File: config.mk
export PLATFORM = sky130hd
export DESIGN_NAME = burst_write_seq
export DESIGN_NICKNAME = d
export VERILOG_FILES = /design/src/rtl/burst_pkg.sv /design/src/rtl/burst_seq_calc.sv /design/src/rtl/burst_write_seq.sv
export SDC_FILE = /design/constraint.sdc
export NUM_CORES = 1
export LEC_CHECK = 0
export ABC_AREA = 0
export ABC_CLOCK_PERIOD_IN_PS = 4100
export CAP_MARGIN = 15
export CORE_AREA = 4 4 97 122
export CTS_BUF_LIST = sky130_fd_sc_hd__clkbuf_8
export DETAILED_ROUTE_END_ITERATION = 7
export DIE_AREA = 0 0 101 126
export HOLD_SLACK_MARGIN = 0.08
export PLACE_DENSITY_LB_ADDON = 0.12
export SLEW_MARGIN = 20
export SYNTH_ARGS = -nofsm -noshare
export SYNTH_HDL_FRONTEND = slang
export SYNTH_SLANG_ARGS = --single-unit
File: constraint.sdc
create_clock -name clk -period 4.1 [get_ports clk]
set_input_delay 0.41 -clock clk [delete_from_list [all_inputs] [get_ports clk]]
set_output_delay 0.41 -clock clk [all_outputs]
set_load 0.02 [all_outputs]
File: src/rtl/burst_pkg.sv
// Shared definitions for the burst write path: sequencer FSM encoding,
// default interface widths and a bytes-per-burst helper.
package burst_pkg;

  // Defaults shared with burst_write_wf and its testbench.
  localparam int DEFAULT_ADDRESS_WIDTH = 32;
  localparam int DEFAULT_BURST_COUNT   = 8;
  localparam int DEFAULT_BURST_WIDTH   = 4;

  // Sequencer states.
  typedef enum logic [2:0] {
    ST_IDLE,
    ST_CALC,
    ST_WAIT_DATA,
    ST_LAUNCH,
    ST_WAIT_ACK,
    ST_WAIT_END,
    ST_DONE
  } seq_state_t;

  // Number of bytes covered by a burst of 'words' data words.
  function automatic logic [31:0] burst_bytes(input logic [31:0] words,
                                              input int unsigned byte_log2);
    return words << byte_log2;
  endfunction

endpackage

File: src/rtl/burst_seq_calc.sv
// Combinational burst sizing: bsize = min(rem, BURST_COUNT), plus the address
// and remaining-word count that follow once that burst has completed.
module burst_seq_calc
  import burst_pkg::*;
#(
  parameter int ADDRESS_WIDTH          = DEFAULT_ADDRESS_WIDTH,
  parameter int LENGTH_WIDTH           = 32,
  parameter int BYTE_ENABLE_WIDTH_LOG2 = 2,
  parameter int BURST_COUNT            = DEFAULT_BURST_COUNT,
  parameter int BURST_WIDTH            = DEFAULT_BURST_WIDTH
) (
  input  logic [LENGTH_WIDTH-1:0]  i_rem,
  input  logic [ADDRESS_WIDTH-1:0] i_addr,
  output logic [BURST_WIDTH-1:0]   o_bsize,
  output logic [ADDRESS_WIDTH-1:0] o_next_addr,
  output logic [LENGTH_WIDTH-1:0]  o_next_rem,
  output logic                     o_rem_zero
);

  // Clamp the remaining count to one burst and derive the post-burst pointers.
  always_comb begin
    o_rem_zero = (i_rem == '0);
    // When rem is below BURST_COUNT it fits in BURST_WIDTH bits, so the
    // truncating cast loses nothing.
    if (i_rem >= LENGTH_WIDTH'(BURST_COUNT)) begin
      o_bsize = BURST_WIDTH'(BURST_COUNT);
    end else begin
      o_bsize = BURST_WIDTH'(i_rem);
    end
    // Address wraps modulo 2^ADDRESS_WIDTH; no page-boundary handling.
    o_next_addr = i_addr + ADDRESS_WIDTH'(burst_bytes(32'(o_bsize), BYTE_ENABLE_WIDTH_LOG2));
    // bsize <= rem by construction, so this never underflows.
    o_next_rem  = i_rem - LENGTH_WIDTH'(o_bsize);
  end

endmodule

File: src/rtl/burst_write_seq.sv
// Command sequencer in front of burst_write_wf: splits one (address, length)
// command into bursts of at most BURST_COUNT words, launching each only once
// the upstream FIFO holds the whole burst.
module burst_write_seq
  import burst_pkg::*;
#(
  parameter int ADDRESS_WIDTH          = DEFAULT_ADDRESS_WIDTH,
  parameter int LENGTH_WIDTH           = 32,  // must be <= ADDRESS_WIDTH
  parameter int BYTE_ENABLE_WIDTH_LOG2 = 2,
  parameter int BURST_COUNT            = DEFAULT_BURST_COUNT,
  parameter int BURST_WIDTH            = DEFAULT_BURST_WIDTH,
  parameter int LEVEL_WIDTH            = 10
) (
  input  logic                     clk,
  input  logic                     reset_n,
  input  logic                     cmd_start,
  input  logic [ADDRESS_WIDTH-1:0] cmd_baseaddress,
  input  logic [LENGTH_WIDTH-1:0]  cmd_length,
  output logic                     cmd_busy,
  output logic                     cmd_done,
  input  logic [LEVEL_WIDTH-1:0]   src_level,
  output logic                     wr_ctrl_start,
  output logic [ADDRESS_WIDTH-1:0] wr_ctrl_baseaddress,
  output logic [BURST_WIDTH-1:0]   wr_ctrl_burstcount,
  input  logic                     wr_ctrl_busy
);

  // Common width for the unsigned FIFO-level versus burst-size compare.
  localparam int CMP_W = (LEVEL_WIDTH > BURST_WIDTH) ? LEVEL_WIDTH : BURST_WIDTH;

  seq_state_t r_state;
  seq_state_t w_next_state;

  logic [ADDRESS_WIDTH-1:0] r_addr;
  logic [LENGTH_WIDTH-1:0]  r_rem;
  logic [BURST_WIDTH-1:0]   r_bsize;
  logic                     r_ack_seen;

  logic [BURST_WIDTH-1:0]   w_bsize;
  logic [ADDRESS_WIDTH-1:0] w_next_addr;
  logic [LENGTH_WIDTH-1:0]  w_next_rem;
  logic                     w_rem_zero;
  logic                     w_level_ok;

  burst_seq_calc #(
    .ADDRESS_WIDTH          (ADDRESS_WIDTH),
    .LENGTH_WIDTH           (LENGTH_WIDTH),
    .BYTE_ENABLE_WIDTH_LOG2 (BYTE_ENABLE_WIDTH_LOG2),
    .BURST_COUNT            (BURST_COUNT),
    .BURST_WIDTH            (BURST_WIDTH)
  ) u_calc (
    .i_rem       (r_rem),
    .i_addr      (r_addr),
    .o_bsize     (w_bsize),
    .o_next_addr (w_next_addr),
    .o_next_rem  (w_next_rem),
    .o_rem_zero  (w_rem_zero)
  );

  assign w_level_ok = CMP_W'(src_level) >= CMP_W'(r_bsize);

  // The burst target is presented straight from the working registers, which
  // only change on command accept or after busy falls, so they stay stable
  // across the whole burst.
  assign wr_ctrl_baseaddress = r_addr;
  assign wr_ctrl_burstcount  = r_bsize;

  // State register.
  // NOTE: sequential blocks use non-blocking assignments so every flop samples
  // pre-edge values regardless of block ordering.
  always_ff @(posedge clk or negedge reset_n) begin
    if (!reset_n) begin
      r_state <= ST_IDLE;
    end else begin
      r_state <= w_next_state;
    end
  end

  // Next-state and Moore output decode.
  // NOTE: every signal gets a default before the case so no path leaves it
  // unassigned, which would otherwise infer a latch.
  always_comb begin
    w_next_state  = r_state;
    cmd_busy      = 1'b0;
    cmd_done      = 1'b0;
    wr_ctrl_start = 1'b0;
    case (r_state)
      ST_IDLE: begin
        if (cmd_start) w_next_state = ST_CALC;
      end
      ST_CALC: begin
        cmd_busy     = 1'b1;
        w_next_state = w_rem_zero ? ST_DONE : ST_WAIT_DATA;
      end
      ST_WAIT_DATA: begin
        cmd_busy = 1'b1;
        if (w_level_ok) w_next_state = ST_LAUNCH;
      end
      ST_LAUNCH: begin
        cmd_busy      = 1'b1;
        wr_ctrl_start = 1'b1;
        w_next_state  = ST_WAIT_ACK;
      end
      ST_WAIT_ACK: begin
        cmd_busy = 1'b1;
        // A writer that raised busy already during LAUNCH may drop it again
        // before we get here; the captured flag covers that case.
        if (wr_ctrl_busy || r_ack_seen) w_next_state = ST_WAIT_END;
      end
      ST_WAIT_END: begin
        cmd_busy = 1'b1;
        if (!wr_ctrl_busy) w_next_state = ST_CALC;
      end
      ST_DONE: begin
        cmd_done     = 1'b1;
        w_next_state = ST_IDLE;
      end
      default: w_next_state = ST_IDLE;
    endcase
  end

  // Working registers: command latch, burst size capture, early-ack capture
  // and the post-burst address/remaining update.
  always_ff @(posedge clk or negedge reset_n) begin
    if (!reset_n) begin
      r_addr     <= '0;
      r_rem      <= '0;
      r_bsize    <= '0;
      r_ack_seen <= 1'b0;
    end else begin
      case (r_state)
        ST_IDLE: begin
          if (cmd_start) begin
            r_addr <= cmd_baseaddress;
            r_rem  <= cmd_length;
          end
        end
        ST_CALC: begin
          r_bsize <= w_bsize;
        end
        ST_LAUNCH: begin
          r_ack_seen <= wr_ctrl_busy;
        end
        ST_WAIT_END: begin
          // rem is unchanged since CALC, so the calculator still reflects the
          // burst that just finished.
          if (!wr_ctrl_busy) begin
            r_addr <= w_next_addr;
            r_rem  <= w_next_rem;
          end
        end
        default: ;
      endcase
    end
  end

endmodule

==> results.py, run 1 <==
metrics = {
    "status": {
        "status": "complete, no violations",
    },
    "placed_design": {
        "placed_area_mm2": 0.00625,
        "dp.cells": 815,
        "port_buffers": 116,
        "gp_congestion": 0.848,
        "dp_hpwl_um": 10900,
    },
    "hold_path": {
        "hp-class": "in -> async",
    },
    "clock_network": {
        "clockBufferDepth": 2,
        "clock_latency_ns": 0.37,
        "cts_sinks": 72,
        "h-tree-depth": 3,
        "tritoncts": "yes",
        "cts_root_buffer": "clkbuf_8",
        "cts_buffers": 9,
        "cts.repair.resized": 0,
        "clk_pin_slew_ns": 0.08,
        "post_cts_buffers": 0,
        "cts_hold_buffers": 0,
    },
    "die": {
        "io_pins": 117,
        "fp.dieH_um": 126,
        "rows": 42,
        "start_util_pct": 46.6,
        "die_width_um": 101,
        "die-area_mm2": 0.0127,
        "core_area_mm2": 0.0106,
    },
    "setup_path": {
        "regToRegStartpoint": "r_rem[26]",
        "path_max_fanout": 5,
        "cp.required_ns": 4.35,
        "endpoint_kind": "flop",
        "critPathArrivalTime_ns": 4.13,
        "r2r_cells": 11,
        "worst_setup_path_start_kind": "flop",
        "rr_endpoint": "wr_ctrl_baseaddress[26]",
        "critical_path_class": "reg -> reg",
        "reg2reg_slack_ns": 0.22,
    },
    "power_and_ir_drop": {
        "power_uw": 4510,
        "vdd_drop_max_mv": 0.336,
        "power_density_mw_per_mm2": 695,
        "leakagePower_uw": 0.00250,
    },
    "sta": {
        "fin_crit_sh_pct": 94.7,
        "worstMarginPinSlew_ns": 0.968,
        "hold_ws_ns": 0.170,
        "setup_viol_count_final": 0,
        "hold_violations": 0,
        "drv_slew": 0,
        "slew_headroom_pct": 33.8,
        "fmax_ghz": 0.258,
        "finalCriticalPeriod_ns": 3.88,
        "fin_skew_ns": 0.0121,
    },
    "routing": {
        "viasPerCell": 6.47,
        "via_count": 5380,
        "drt-initial-drc-count": 446,
        "wl_um": 15800,
        "ant_nets": 0,
        "wl_per_cell_um": 19.0,
        "drc": 0,
        "dr.pass1.iters": 5,
    },
    "yosys": {
        "synth_edf_count": 0,
        "async_flop_share_pct": 100,
        "syn_inst": 591,
        "yosysUniqueCellTypes": 66,
        "syn_avg_cell_area_um2": 8.33,
        "netlist_area_mm2": 0.00492,
        "synth_nets": 680,
        "ys.flop_type": "dfrtp_1",
        "synth_seq_cells": 72,
        "yosysWarningCount": 0,
        "yosysSeqAreaShare_pct": 36.6,
    },
    "cells_and_area": {
        "drive_gt1_share_pct": 8.43,
        "finalNonFillerCells": 832,
        "final_area_mm2": 0.00650,
        "post-route-util_pct": 61.5,
        "fin_nets": 784,
        "insertedDiodeCount": 0,
        "area_growth_pct": 32.0,
    },
    "global_route": {
        "grt_max_degree": 82,
        "grt_overflow": 0,
        "grt_pass1_vias": 5228,
        "grt_first_pass_wirelength_um": 25500,
        "grtUsageTotal_pct": 24.6,
        "antenna_found_initial": 0,
    },
    "job": {
        "maxCapViolCount": 0,
    },
}
## per-layer routing
layer	vias to the layer above	part of all wire, %	global-route usage [%]
li1	2490	-	-
met1	2556	40	31.6
met2	289	49	40.6
met3	45	7.9	4.31
met4	0	2.7	9.86
met5	-	0	0
## how the worst max path moves through the flow
stage          slack [ns]                 endpoint       from  depth (start not counted)
3_5_place_dp         0.18  wr_ctrl_baseaddress[26]  r_rem[26]                         11
3_3_place_gp         0.29  wr_ctrl_baseaddress[26]  r_rem[26]                         11
5_1_grt            -0.009  wr_ctrl_baseaddress[26]  r_rem[26]                         11
2_1_floorplan        0.11  wr_ctrl_baseaddress[13]  r_rem[26]                         12
6_report             0.22  wr_ctrl_baseaddress[26]  r_rem[26]                         11
4_1_cts              0.16  wr_ctrl_baseaddress[26]  r_rem[26]                         11
## metrics by stage
| step | worst slack, ns | setup TNS, ns |
|---|---|---|
| 2_1_floorplan | 0.111 | 0 |
| 3_3_place_gp | 0.286 | 0 |
| 3_5_place_dp | 0.181 | 0 |
| 4_1_cts | 0.161 | 0 |
| 5_1_grt | -0.00941 | -0.00941 |
| 6_report | 0.217 | 0 |
## synth_stat cells (6+ instances only)
master | n | share of area (%)
nor2_1 | 44 | 3.4
or3_1 | 16 | 2.0
a21o_1 | 7 | 1.1
nand3_1 | 33 | 3.4
nand2_1 | 53 | 4.0
and3_1 | 8 | 1.0
nor4_1 | 21 | 2.7
and4_1 | 7 | 1.2
inv_1 | 11 | 0.84
a21oi_1 | 38 | 3.9
nand4_1 | 14 | 1.8
ha_1 | 10 | 2.5
or4_1 | 8 | 1.2
a211oi_1 | 8 | 1.2
nor3_1 | 26 | 2.6
a311oi_1 | 12 | 2.1
o311ai_0 | 6 | 1.1
a21boi_0 | 7 | 1.1
and2_1 | 8 | 1.0
a31oi_1 | 11 | 1.4
clkbuf_1 | 41 | 3.1
o21ai_0 | 25 | 2.5
nand2b_1 | 6 | 0.76
dfrtp_1 | 72 | 37
## sequential cells by signal (all words and copies together) (netlist names)
name                 count
wr_ctrl_burstcount       4
wr_ctrl_baseaddress     32
r_ack_seen               1
r_rem                   32
r_state                  3
## logic make-up after synthesis
family / after synthesis / share of synthesized area (%)
simple gates: 264 / 28.7
xor+xnor: 3 / 0.534
flops: 72 / 36.6
fa+ha+maj: 11 / 2.95
buf+inv: 58 / 4.50
compound gates: 177 / 25.5
other cells: 1 / 0.0762
mux: 5 / 1.14
## placed cells by master (no fill, tap or decap), types with 6 or more instances in the layout
cell type,netlist,final
ha_1,10,10
nor4_1,21,21
a21boi_0,7,7
inv_1,11,12
buf_4,0,24
nor3_1,26,26
a21oi_1,38,37
nand2b_1,6,6
nor2_1,44,44
and3_1,8,8
a31oi_1,11,11
nand4_1,14,14
nand2_1,53,52
clkbuf_8,0,9
nand3_1,33,33
and2_1,8,7
dfrtp_1,72,72
or4_1,8,8
clkdlybuf4s50_1,0,115
a21o_1,7,7
and4_1,7,7
a211oi_1,8,7
or3_1,16,16
a311oi_1,12,12
o311ai_0,6,6
o21ai_0,25,25
## worst max-delay path, cell delays in order, from the launching register on
cell	delay, ns
dfrtp_1	0.42
or4_1	0.55
or4_1	0.49
nor4_4	0.32
and2_1	0.21
ha_1	0.20
fa_1	0.25
a211o_1	0.16
o211ai_1	0.15
or4_1	0.61
nand4b_1	0.20
and3_1	0.21
## where the power goes
group          internal [uW]  switching [uW]  total (uW)
Sequential              1050             483        1530
Combinational           1020            1270        2290
Clock                    400             289         689
Total                   2470            2050        4510
## final cells by class
cell class | count | area, um2
fillers | 935 | 4070
multi-input cells | 461 | 2920
flip-flops and latches | 72 | 1800
repair buffers | 139 | 1330
well taps | 132 | 165
clock buffers | 9 | 124
clock inverters | 7 | 111
inverters | 12 | 45.0
(Power assumes the default switching activity.)
==> inputs of run 2 (changes only) <==
Settings changed: ABC_CLOCK_PERIOD_IN_PS 4100 to 3100, CTS_CLUSTER_SIZE set to 16.
Clock period 4.1 ns to 3.1 ns, I/O delays scaled along.
==> run 2 against run 1 <==
Against the previous run: the flow now finishes with violations (setup timing); sequential share of layout area is 3.2 points lower; core utilization increased by 8.0 points; global-route usage is 2.2 points higher; die area unchanged; combinational power is 79% higher; sequential cell count stayed put; non-clock buffer count up 67; fmax grew 8.7%; sequential power grew 25%; critical endpoint unchanged; largest power group unchanged.
==> results.py, run 2 (synthesis gave the netlist of run 1 again) <==
metrics = {
    "sta": {
        "worstMarginPinSlew_ns": 1.01,
        "setup_viol_count_final": 26,
        "fin_skew_ns": 0.00955,
        "drv_slew": 0,
        "fin_crit_sh_pct": 115,
        "finalCriticalPeriod_ns": 3.57,
        "hold_ws_ns": 0.107,
        "setup_ws_ns": -0.473,
        "rsz0062_at_grt": "true",
        "hold_violations": 0,
        "slew_headroom_pct": 33.0,
        "fmax_ghz": 0.280,
    },
    "cells_and_area": {
        "drive_gt1_share_pct": 23.3,
        "area_growth_pct": 49.3,
        "fin_nets": 851,
        "multi_input_area_mm2": 0.00327,
        "finalNonFillerCells": 899,
        "insertedDiodeCount": 0,
        "fillers": 834,
        "final_common_cell": "clkdlybuf4s50_1",
        "final_cell_mix": "clkdlybuf4s50_1 (115), buf_4 (76), dfrtp_1 (72)",
        "regArea_mm2": 0.00180,
        "final_area_mm2": 0.00735,
    },
    "power_and_ir_drop": {
        "power.internal_uw": 3630,
        "clock_power_share_pct": 10.0,
        "leakagePower_uw": 0.00291,
        "p_seq_share_pct": 28.6,
        "power_density_mw_per_mm2": 910,
        "vdd_drop_max_mv": 0.516,
        "comb_power_share_pct": 61.4,
        "p_sw_uw": 3060,
        "swShare_pct": 45.7,
    },
    "clock_network": {
        "cts_buffers": 9,
        "tritoncts": "yes",
        "h-tree-depth": 3,
        "cts_sinks": 72,
        "clock_latency_ns": 0.36,
        "clk_pin_slew_ns": 0.07,
        "cts_root_buffer": "clkbuf_8",
        "clockBufferDepth": 2,
    },
    "placed_design": {
        "dp.cells": 866,
        "port_buffers": 116,
        "dp_hpwl_um": 11800,
        "gp_congestion": 0.881,
        "placed_area_mm2": 0.00670,
    },
    "routing": {
        "via_count": 5704,
        "wl_per_cell_um": 19.3,
        "drt-initial-drc-count": 397,
        "wl_um": 17400,
        "drc": 0,
        "ant_nets": 0,
        "dr.pass1.iters": 6,
        "viasPerCell": 6.34,
    },
    "hold_path": {
        "hp-class": "in -> async",
    },
    "global_route": {
        "grt_max_degree": 73,
        "grtUsageTotal_pct": 26.8,
        "grt_pass1_vias": 5669,
        "grt_overflow": 0,
        "grt_first_pass_wirelength_um": 27700,
        "antenna_found_initial": 0,
    },
    "die": {
        "start_util_pct": 46.6,
        "rows": 42,
        "fp.dieH_um": 126,
        "io_pins": 117,
        "core_area_mm2": 0.0106,
        "die_width_um": 101,
        "die-area_mm2": 0.0127,
    },
    "setup_path": {
        "critPathLaunch": "r_rem[26]",
        "critPathArrivalTime_ns": 3.82,
        "regToRegStartpoint": "r_rem[26]",
        "critical_path_class": "reg -> reg",
        "cp.required_ns": 3.34,
        "path_max_fanout": 6,
        "endpoint_kind": "flop",
        "worst_setup_path_start_kind": "flop",
    },
    "job": {
        "maxCapViolCount": 0,
    },
    "status": {
        "status": "finished, violations left",
        "violations": "setup timing",
    },
}
## run 2: cell count changes in the layout (fill, tap and decap cells not counted), sizes merged
cell | before | now
clkinv | 2 | 4
bufinv | 3 | 0
inv | 13 | 14
buf | 24 | 91
clkbuf | 9 | 10
clkinvlp | 1 | 0
## run 2: per-layer routing
metal | vias up | global-route usage (%) | routed length, um | part of all wire, %
li1 | 2622 | - | - | -
met1 | 2790 | 34.5 | 7050 | 41
met2 | 258 | 45.8 | 8790 | 51
met3 | 34 | 3.10 | 1090 | 6.2
met4 | 0 | 9.86 | 467 | 2.7
met5 | - | 0 | 0 | 0
## run 2: power by group through the flow
| stage | Combinational [uW] | Clock [uW] | Sequential, uW |
|---|---|---|---|
| after CTS | 3970 | 676 | 1870 |
| after floorplan | 1800 | 0 | 2050 |
| final | 4110 | 668 | 1910 |
| after global placement | 3550 | 0 | 1840 |
| after detailed placement | 3640 | 0 | 1860 |
| after global routing | 4420 | 727 | 1970 |
## run 2: cell type report
| class | instances | area share (%) |
|---|---|---|
| flip-flops and latches | 72 | 24.5 |
| clock buffers | 10 | 1.87 |
| well taps | 132 | 2.25 |
| repair buffers | 206 | 25.9 |
| inverters | 12 | 0.647 |
| multi-input cells | 461 | 44.5 |
| clock inverters | 6 | 0.375 |
## run 2: worst paths after layout
path | slack [ns] | cells after the start | endpoint
hold reg to reg | 0.50 | 2 | wr_ctrl_baseaddress[1]
setup / recovery | -0.47 | 12 | wr_ctrl_baseaddress[26]
hold / removal | 0.11 | 1 | r_rem[31]
min in group clk | 0.49 | 3 | wr_ctrl_baseaddress[1]
max in group asynchronous | 2.34 | 1 | r_state[1]
setup reg to reg | -0.47 | 12 | wr_ctrl_baseaddress[26]
## run 2: per-stage QoR
stage                     setup TNS (ns)  total power (uW)  util (%)  worst slack, ns
after floorplan                    -7.44              3850         -           -0.488
after global placement             -6.61              5400      63.4           -0.451
after detailed placement           -9.06              5490      63.4           -0.545
after CTS                          -5.95              6520      68.3           -0.358
after global routing              -10.31              7120      69.5           -0.544
final                              -7.63              6690      69.5           -0.473
## run 2: critical path, cell delays in order, from the launching register on
cell	delay, ns
dfrtp_1	0.39
or4_4	0.54
or4_4	0.46
nor4_4	0.16
buf_6	0.17
and2_4	0.16
ha_4	0.13
fa_2	0.20
a211o_1	0.15
o211ai_1	0.24
or4_4	0.52
nand4b_1	0.18
and3_1	0.18
## run 2: timing repair
| action | CTS | global route |
|---|---|---|
| pin swaps | 38 | 14 |
| hold buffers | 0 | 0 |
| endpoints found under the setup margin | 26 | 27 |
| resized for setup | 56 | 21 |
| buffers inserted | 13 | 7 |
